### src/rtl/ps2_pkg.sv
// Shared PS/2 definitions: keyboard reply bytes and the command sequencer state encoding.
package ps2_pkg;

  localparam logic [7:0] ACK    = 8'hFA;
  localparam logic [7:0] RESEND = 8'hFE;

  typedef enum logic [2:0] {
    IDLE,
    SEND_CMD,
    WAIT_CMD,
    SEND_ARG,
    WAIT_ARG,
    FINISH
  } state_t;

endpackage

### src/rtl/ps2_timeout_counter.sv
// Reply-wait timer: counts enabled cycles and flags the cycle in which the
// count reaches TIMEOUT_CYCLES-1. Saturates at that value instead of wrapping.
module ps2_timeout_counter #(
  parameter int TIMEOUT_CYCLES = 1000000
) (
  input  logic clk,
  input  logic rst_n,
  input  logic clear,
  input  logic enable,
  output logic expired
);

  localparam int WIDTH = (TIMEOUT_CYCLES > 1) ? $clog2(TIMEOUT_CYCLES) : 1;
  localparam logic [WIDTH-1:0] LIMIT = WIDTH'(TIMEOUT_CYCLES - 1);

  logic [WIDTH-1:0] count;
  logic [WIDTH-1:0] count_inc;

  assign count_inc = (count == LIMIT) ? count : count + WIDTH'(1);

  always_ff @(posedge clk or negedge rst_n) begin
    if (!rst_n) begin
      count <= '0;
    end else if (clear) begin
      count <= '0;
    end else if (enable) begin
      count <= count_inc;
    end
  end

  // Flag the cycle whose edge makes the count reach the limit, so the owner
  // leaves its wait state on that same edge.
  assign expired = enable && !clear && (count_inc == LIMIT);

endmodule

### src/rtl/ps2_cmd_sequencer.sv
// Sends a PS/2 keyboard command (plus optional argument byte), handles ACK/RESEND
// replies with bounded retries and a reply timeout, and forwards unrelated bytes.
module ps2_cmd_sequencer
  import ps2_pkg::*;
#(
  parameter int TIMEOUT_CYCLES = 1000000,
  parameter int MAX_RETRY      = 3
) (
  input  logic       clk,
  input  logic       rst_n,
  input  logic       req,
  input  logic [7:0] req_cmd,
  input  logic       req_has_arg,
  input  logic [7:0] req_arg,
  output logic       busy,
  output logic       done,
  output logic       err,
  output logic [7:0] cmd_out,
  output logic       cmd_send,
  input  logic [7:0] rx_data,
  input  logic       rx_valid,
  output logic [7:0] pass_data,
  output logic       pass_valid
);

  localparam int RETRY_W = (MAX_RETRY > 0) ? $clog2(MAX_RETRY + 1) : 1;
  localparam logic [RETRY_W-1:0] RETRY_LIMIT = RETRY_W'(MAX_RETRY);

  state_t state;
  state_t state_next;

  logic [7:0]         cmd_q;
  logic [7:0]         arg_q;
  logic               has_arg_q;
  logic [RETRY_W-1:0] retry_cnt;
  logic               err_pending;

  logic accept;
  logic retry_inc;
  logic retry_clr;
  logic fail_set;
  logic forward;
  logic in_wait;
  logic tmo_clear;
  logic expired;

  assign in_wait   = (state == WAIT_CMD) || (state == WAIT_ARG);
  assign tmo_clear = !in_wait;
  assign busy      = (state != IDLE);

  ps2_timeout_counter #(
    .TIMEOUT_CYCLES(TIMEOUT_CYCLES)
  ) u_timeout (
    .clk    (clk),
    .rst_n  (rst_n),
    .clear  (tmo_clear),
    .enable (in_wait),
    .expired(expired)
  );

  always_ff @(posedge clk or negedge rst_n) begin
    if (!rst_n) begin
      state <= IDLE;
    end else begin
      state <= state_next;
    end
  end

  always_ff @(posedge clk or negedge rst_n) begin
    if (!rst_n) begin
      cmd_q       <= 8'h00;
      arg_q       <= 8'h00;
      has_arg_q   <= 1'b0;
      retry_cnt   <= '0;
      err_pending <= 1'b0;
      pass_valid  <= 1'b0;
      pass_data   <= 8'h00;
    end else begin
      if (accept) begin
        cmd_q     <= req_cmd;
        arg_q     <= req_arg;
        has_arg_q <= req_has_arg;
        retry_cnt <= '0;
      end else if (retry_clr) begin
        retry_cnt <= '0;
      end else if (retry_inc) begin
        retry_cnt <= retry_cnt + RETRY_W'(1);
      end
      // Only ever set on the edge that enters FINISH, so it is valid there.
      err_pending <= fail_set;
      pass_valid  <= forward;
      if (forward) begin
        pass_data <= rx_data;
      end
    end
  end

  always_comb begin
    state_next = state;
    accept     = 1'b0;
    retry_inc  = 1'b0;
    retry_clr  = 1'b0;
    fail_set   = 1'b0;
    forward    = 1'b0;
    cmd_out    = 8'h00;
    cmd_send   = 1'b0;
    done       = 1'b0;
    err        = 1'b0;

    case (state)
      IDLE: begin
        forward = rx_valid;
        if (req) begin
          accept     = 1'b1;
          state_next = SEND_CMD;
        end
      end

      SEND_CMD: begin
        cmd_out    = cmd_q;
        cmd_send   = 1'b1;
        forward    = rx_valid;
        state_next = WAIT_CMD;
      end

      SEND_ARG: begin
        cmd_out    = arg_q;
        cmd_send   = 1'b1;
        forward    = rx_valid;
        state_next = WAIT_ARG;
      end

      // Any received byte outranks a timeout landing in the same cycle.
      WAIT_CMD, WAIT_ARG: begin
        if (rx_valid && rx_data == ACK) begin
          retry_clr  = 1'b1;
          state_next = (state == WAIT_CMD && has_arg_q) ? SEND_ARG : FINISH;
        end else if (rx_valid && rx_data == RESEND) begin
          if (retry_cnt == RETRY_LIMIT) begin
            fail_set   = 1'b1;
            state_next = FINISH;
          end else begin
            retry_inc  = 1'b1;
            state_next = (state == WAIT_CMD) ? SEND_CMD : SEND_ARG;
          end
        end else if (rx_valid) begin
          forward = 1'b1;
        end else if (expired) begin
          fail_set   = 1'b1;
          state_next = FINISH;
        end
      end

      FINISH: begin
        done       = !err_pending;
        err        = err_pending;
        forward    = rx_valid;
        state_next = IDLE;
      end

      default: begin
        state_next = IDLE;
      end
    endcase
  end

endmodule

### config.mk
export PLATFORM = sky130hd
export DESIGN_NAME = ps2_cmd_sequencer
export DESIGN_NICKNAME = d
export VERILOG_FILES = /design/src/rtl/ps2_pkg.sv /design/src/rtl/ps2_timeout_counter.sv /design/src/rtl/ps2_cmd_sequencer.sv
export SDC_FILE = /design/constraint.sdc
export NUM_CORES = 1
export LEC_CHECK = 0
export ABC_AREA = 1
export CORE_MARGIN = 8
export CORE_UTILIZATION = 45
export CTS_BUF_LIST = sky130_fd_sc_hd__clkbuf_2
export DETAILED_ROUTE_END_ITERATION = 8
export MAX_ROUTING_LAYER = met4
export PLACE_DENSITY = 0.72
export SLEW_MARGIN = 20
export SYNTH_ARGS = -nofsm -noshare
export SYNTH_HDL_FRONTEND = slang
export SYNTH_HIERARCHICAL = 1
export SYNTH_SLANG_ARGS = --single-unit
### constraint.sdc
create_clock -name clk -period 2 [get_ports clk]
set_clock_uncertainty 0.2 [all_clocks]
set_input_delay 0.4 -clock clk [delete_from_list [all_inputs] [get_ports clk]]
set_output_delay 0.4 -clock clk [all_outputs]
set_load 0.03 [all_outputs]
==> run metrics, run 1 <==
hold slack=roughly 0.22 ns; Cell Pwr Density=1090 mW/mm^2; fraction of layout cells with a size suffix above 1=31.6%; CTS buffer count=5; complex-gate fraction of the synthesized area=11.8%; Tot GR Track Use=18.2%; DR vias=3136; outcome=finished, violations left; RSZ-0062 raised after global routing=true; Ys Warns=6; Max VDD drop=0.000815 V; Post-DRT Antenna Nets=0; Post-synth top cells=94 x nand2_1, 62 x inv_1, 52 x dfrtp_1, 52 x nor2_1, 24 x nand3_1; Final Slew Violations=0; 1st-pass router iterations=5; Synth Flop Type=dfrtp_1; Mapped Cells=404; CORE AREA=0.00639 mm^2; Final Core Density=between 70 and 80%; Synth Area in Simple Gates=31.1%; Post-Syn Area=0.00300 mm^2; clock sink count=52; Root Driver=clkbuf_2; switch share=44.2%; gr ovfl total=0; most used standard cell by instance count after synthesis=nand2_1; Critical Path AT=2.58 ns; Post-synth EDFFs=0; # rows=29; startpoint types=flop; sw power=0.00220 W; sequential-to-total area share from yosys stat=a little over two fifths; LEAKAGE=around 2.1 nW; clock network power share=10.7%; post-synthesis mux area share=less than 1%; largest net degree at the start of global routing=53; Starting Density=about 47%; Yosys top cell area share=a little over two fifths; die area=0.00953 mm^2; Post-Synth XOR/XNOR Area=2.34%; die height=97.6 um; routability cong.=0.912; first-pass GRT wire length=14200 um; nets=about 560; fmax=~0.42 GHz; post-synthesis async set-or-reset flop share=100%; initial antenna violation count=0; Flop pwr share=between 20% and 30%; Worst-path clk slew=about 0.27 ns; Crit Path Class=reg -> reg; clock latency on the worst-skew pair=0.45 ns; Die X-Extent=97.6 um; Avg WL per Cell=14.7 um; Mapped Nets=between 400 and 500; Yosys top cell by area=dfrtp_1; final WL=approximately 8800 um; combinational share of power=about three fifths; CTS Buffer Depth=2; H-tree depth=2; required time worst endpoint=2.21 ns; number of global-route vias before repair=3091; ranking of synthesized cells by area=dfrtp_1 43%, nand2_1 12%, inv_1 7.8%; register bit total from synthesis=52; final setup fails=15; worst-margin pin slew=0.326 ns; largest family of logic cells by synthesized area=simple AND/OR/NAND/NOR gates; Area Growth Syn to Fin=51.8%; Int Pwr=roughly 0.0028 W; failing checks=setup timing; Worst Hold Class=in -> async; Rel. slew slack=78.3%; I/O Buffers=49; post-synth cell types=34; TritonCTS clock tree=done; setup ws final=-0.374 ns; Crit. End Element=flop; I/O pin total=50; Residual DRC=0; post-route clock period utilization=119%; Via-to-Cell Ratio=5.21; area share of fa/ha/maj cells after synthesis=1.21%; Max FO, Critical Path=4; Mean Syn Cell Area=7.42 um^2; Max Cap Viol=0; post-DP HPWL=between 5000 and 6000 um; post-layout min period=2.37 ns; fillcell total=about 500; ANT cells=0; final hold vios=0; Initial DRC Count=between 100 and 150
-- worst paths after layout --
kind	from	endpoint	slack (ns)	depth (start not counted)
min in group clk	req_arg[0]	arg_q[0]	0.29	3
worst max register to register	u_timeout/count[3]	state[2]	-0.37	15
worst min-delay path	rst_n	u_timeout/count[11]	0.22	3
max in group asynchronous	rst_n	cmd_q[4]	1.12	3
worst max-delay path	u_timeout/count[3]	state[2]	-0.37	15
worst min register to register	retry_cnt[0]	retry_cnt[0]	0.30	1
-- placed cells by master, fill, tap and decap left out, types with 8 or more instances in the layout --
cell	synthesis	layout
nor2_2	6	8
o21ai_0	13	10
buf_4	0	58
a21oi_1	19	18
nand2_1	94	86
o22ai_1	17	9
dlygate4sd2_1	0	9
inv_1	62	59
dfrtp_1	52	47
nor2_1	52	45
nand2_2	7	14
o22ai_4	0	8
nand3_1	24	20
nor2_4	4	9
clkdlybuf4s50_1	0	27
buf_6	0	21
o21ai_1	7	9
-- layout make-up --
class                   instances  area (um^2)  area share [%]
well taps                      77         96.3            2.12
repair buffers                122         1120            24.5
clock buffers                   5         25.0           0.550
flip-flops and latches         52         1310            28.7
multi-input cells             277         1700            37.4
clock inverters                 1         30.0           0.660
inverters                      68          273            5.99
-- sequential cells by signal, indices dropped and copies added, names as in the netlist --
register	flops
u_timeout/count	20
arg_q	8
cmd_q	8
pass_data	8
state	3
retry_cnt	2
err_pending	1
has_arg_q	1
pass_valid	1
-- routing by layer --
layer	part of all wire (%)	wire (um)	up-vias	GRT usage [%]
met4	3.1	270	0	6.53
met2	49	4320	123	29.5
met3	4.8	424	28	2.63
met1	43	3820	1452	22.5
met5	0	0	-	-
li1	-	-	1533	-
-- through the flow --
stage	worst slack [ns]	area (um^2)	power, W	TNS, ns	std cells
after CTS	-0.212	4290	0.00448	-2.74	588
after global placement	-0.203	3930	0.00357	-2.44	572
after global routing	-0.512	4550	0.00527	-6.32	602
after floorplan	-0.0985	3020	0.00278	-0.197	404
after detailed placement	-0.238	3930	0.00362	-2.96	572
final	-0.374	4550	0.00497	-4.11	602
-- power groups by stage --
| stage | Clock (W) | Sequential [W] | Combinational [W] |
|---|---|---|---|
| finish | 0.000533 | 0.00146 | 0.00298 |
| global route | 0.000585 | 0.00150 | 0.00319 |
| CTS | 0.000552 | 0.00146 | 0.00247 |
| detailed placement | 0 | 0.00149 | 0.00213 |
| global placement | 0 | 0.00148 | 0.00209 |
| floorplan | 0 | 0.00165 | 0.00114 |
-- critical path, cell delays in order (launching register included) --
cell	delay, ns
dfrtp_1	0.52
nand2_2	0.13
nor2_4	0.13
nand2_2	0.08
nor2_2	0.17
xor2_1	0.24
nand2_1	0.08
nor2_1	0.10
nand2_1	0.07
nor2_1	0.11
inv_1	0.08
nand2_2	0.09
a21oi_4	0.07
nor2_2	0.11
nand2_1	0.07
nand2_1	0.08
-- cells by family (layout without fill, tap and decap cells) --
family,Yosys count,after routing
AO/OA/AOI/OAI,61,61
XOR/XNOR,8,8
adder cells (fa/ha/maj),3,3
buffers and inverters,75,196
flip-flops,52,52
multiplexers,1,1
AND/OR/NAND/NOR,204,204
-- repair_timing --
item / 4_1_cts / 5_1_grt
cloned: 2 / 1
hold buffers: 1 / 0
pin swaps: 8 / 13
gates resized for setup: 81 / 35
buffers inserted: 7 / 14
setup endpoints to repair: 25 / 44
endpoints found under the hold margin: 52 / 0
(Power assumes the default switching activity.)
==> inputs of run 2 (changes only) <==
--- a/config.mk
+++ b/config.mk
@@ -9,9 +9,10 @@
 export CORE_MARGIN = 8
 export CORE_UTILIZATION = 45
 export CTS_BUF_LIST = sky130_fd_sc_hd__clkbuf_2
+export CTS_CLUSTER_SIZE = 25
 export DETAILED_ROUTE_END_ITERATION = 8
 export MAX_ROUTING_LAYER = met4
-export PLACE_DENSITY = 0.72
+export PLACE_DENSITY = 0.69
 export SLEW_MARGIN = 20
 export SYNTH_ARGS = -nofsm -noshare
 export SYNTH_HDL_FRONTEND = slang
==> constraint.sdc (replaced) <==
create_clock -name clk -period 2.9 [get_ports clk]
set_clock_uncertainty 0.2 [all_clocks]
set_input_delay 0.58 -clock clk [delete_from_list [all_inputs] [get_ports clk]]
set_output_delay 0.58 -clock clk [all_outputs]
set_load 0.03 [all_outputs]
==> run 2 against run 1 <==
Net effect:
- the flow now finishes without violations
- global-route usage decreased by 3.2 points
- critical path depth decreased by 11
- worst hold slack got worse by 0.19 ns
- non-clock buffer count decreased by 70
- combinational power is 56% lower
- first-iteration DRC count rose by 9.1%
- highest routed layer unchanged
==> run metrics, run 2 (synthesized netlist as in run 1, its figures left out) <==
final setup fails=0; Final Core Density=56.4%; Crit Path Class=reg -> out; Worst-path clk slew=around 0.24 ns; combinational share of power=between 50 and 60%; Cell Pwr Density=725 mW/mm^2; Root Driver=clkbuf_2; Final Slew Violations=0; clock sink count=52; Residual DRC=0; final hold vios=0; startpoint types=flop; initial antenna violation count=0; Int Pwr=0.00142 W; Max FO, Critical Path=9; Starting Density=between 40 and 50%; Crit. End Element=output port; LEAKAGE=1.70 nW; DR vias=2718; CTS buffer count=5; nets=487; grt peak-use layer=met2; Max VDD drop=0.000585 V; required time worst endpoint=2.12 ns; number of global-route vias before repair=2651; Rel. slew slack=55.2%; post-route clock period utilization=95.2%; clock network power share=10.9%; H-tree depth=2; outcome=finished clean; post-layout min period=2.76 ns; Max Cap Viol=0; global routing usage on met2=23.1%; 1st-pass router iterations=5; GR Util met1=between 10% and 20%; TritonCTS clock tree=done; Critical Path AT=around 2.0 ns; routability cong.=0.922; Via-to-Cell Ratio=5.10; sw power=0.00119 W; clock latency on the worst-skew pair=about 0.43 ns; I/O Buffers=49; die height=97.6 um; Setup Total Neg Slack=0 ns; largest net degree at the start of global routing=53; fraction of layout cells with a size suffix above 1=9.65%; hold slack=0.0260 ns; gr ovfl total=0; final WL=just under 7000 um; met3 GRT Util=3.70%; ANT cells=0; I/O pin total=50; most common cell after layout, fill and taps aside=nand2_1; cts hold-fix bufs=0; Worst Hold Class=in -> async; switch share=45.4%; RSZ-0062 raised after global routing=false; die area=0.00953 mm^2; Area Growth Syn to Fin=20.1%; Tot GR Track Use=15.0%; Die X-Extent=97.6 um; Post-DRT Antenna Nets=0; CORE AREA=~0.0064 mm^2; worst-margin pin slew=0.672 ns; first-pass GRT wire length=12000 um; fmax=0.362 GHz; most frequent cells in the layout=94 x nand2_1, 62 x inv_1, 52 x nor2_1, 52 x dfrtp_1, 38 x clkdlybuf4s50_1; Initial DRC Count=approximately 160; Flop pwr share=39.0%; max FFs per register=20; CTS Buffer Depth=2; post-DP HPWL=5110 um; Avg WL per Cell=around 13 um; Reg with most FFs=u_timeout/count; # rows=29
-- run 2: routing by layer --
| layer | routed length (um) | vias to the layer above | share of wire [%] |
|---|---|---|---|
| li1 | - | 1391 | - |
| met1 | 3270 | 1241 | 48 |
| met2 | 3100 | 79 | 45 |
| met3 | 399 | 7 | 5.8 |
| met4 | 60 | 0 | 0.88 |
| met5 | 0 | - | 0 |
-- run 2: area by class of cell --
type | instances | area (um^2)
Sequential cell | 52 | 1300
Inverter | 68 | 255
Timing Repair Buffer | 52 | 499
Fill cell | 631 | 2790
Clock inverter | 2 | 12.5
Multi-Input combinational cell | 277 | 1410
Clock buffer | 5 | 25.0
Tap cell | 77 | 96.3
-- run 2: repair_timing --
action	CTS	global route
endpoints found under the setup margin	9	9
resized for setup	9	3
buffers inserted	0	0
-- run 2: metrics by stage --
stage               cell area [um^2]  total power, W  std cells  setup WS, ns
floorplan                       3000         0.00191        404         0.622
global placement                3560         0.00236        526         0.367
detailed placement              3560         0.00238        526         0.263
CTS                             3590         0.00264        533        0.0108
global route                    3600         0.00282        533        0.0123
finish                          3600         0.00261        533         0.138
-- run 2: critical path: stages (launching register included) --
cell and delay, ns:
dfrtp_1 0.51, inv_1 0.17, nand3_2 0.21, o22ai_1 0.24, dlygate4sd2_1 0.43
-- run 2: worst paths after layout --
path                                       to  slack, ns          startpoint  cells past startpoint
max                                cmd_out[7]       0.14            state[2]                      4
min                                  cmd_q[6]       0.03               rst_n                      2
max reg2reg                          state[2]       0.39  u_timeout/count[1]                     16
min reg2reg                      retry_cnt[0]       0.32        retry_cnt[0]                      1
max in group asynchronous  u_timeout/count[9]       2.04               rst_n                      2
min in group clk                 retry_cnt[0]       0.32        retry_cnt[0]                      1
-- run 2: power by group through the flow --
stage / combinational (W) / sequential, W / clock [W]
after global routing: 0.00145 / 0.00104 / 0.000325
final: 0.00131 / 0.00102 / 0.000284
after floorplan: 0.000779 / 0.00113 / 0
after detailed placement: 0.00135 / 0.00103 / 0
after global placement: 0.00134 / 0.00103 / 0
after CTS: 0.00132 / 0.00102 / 0.000300
==> inputs of run 3 (changes only) <==
--- a/config.mk
+++ b/config.mk
@@ -9,7 +9,6 @@
 export CORE_MARGIN = 8
 export CORE_UTILIZATION = 45
 export CTS_BUF_LIST = sky130_fd_sc_hd__clkbuf_2
-export CTS_CLUSTER_SIZE = 25
 export DETAILED_ROUTE_END_ITERATION = 8
 export MAX_ROUTING_LAYER = met4
 export PLACE_DENSITY = 0.69
==> results of run 3 <==
Final layout, timing and power as in run 2 (identical DEF).
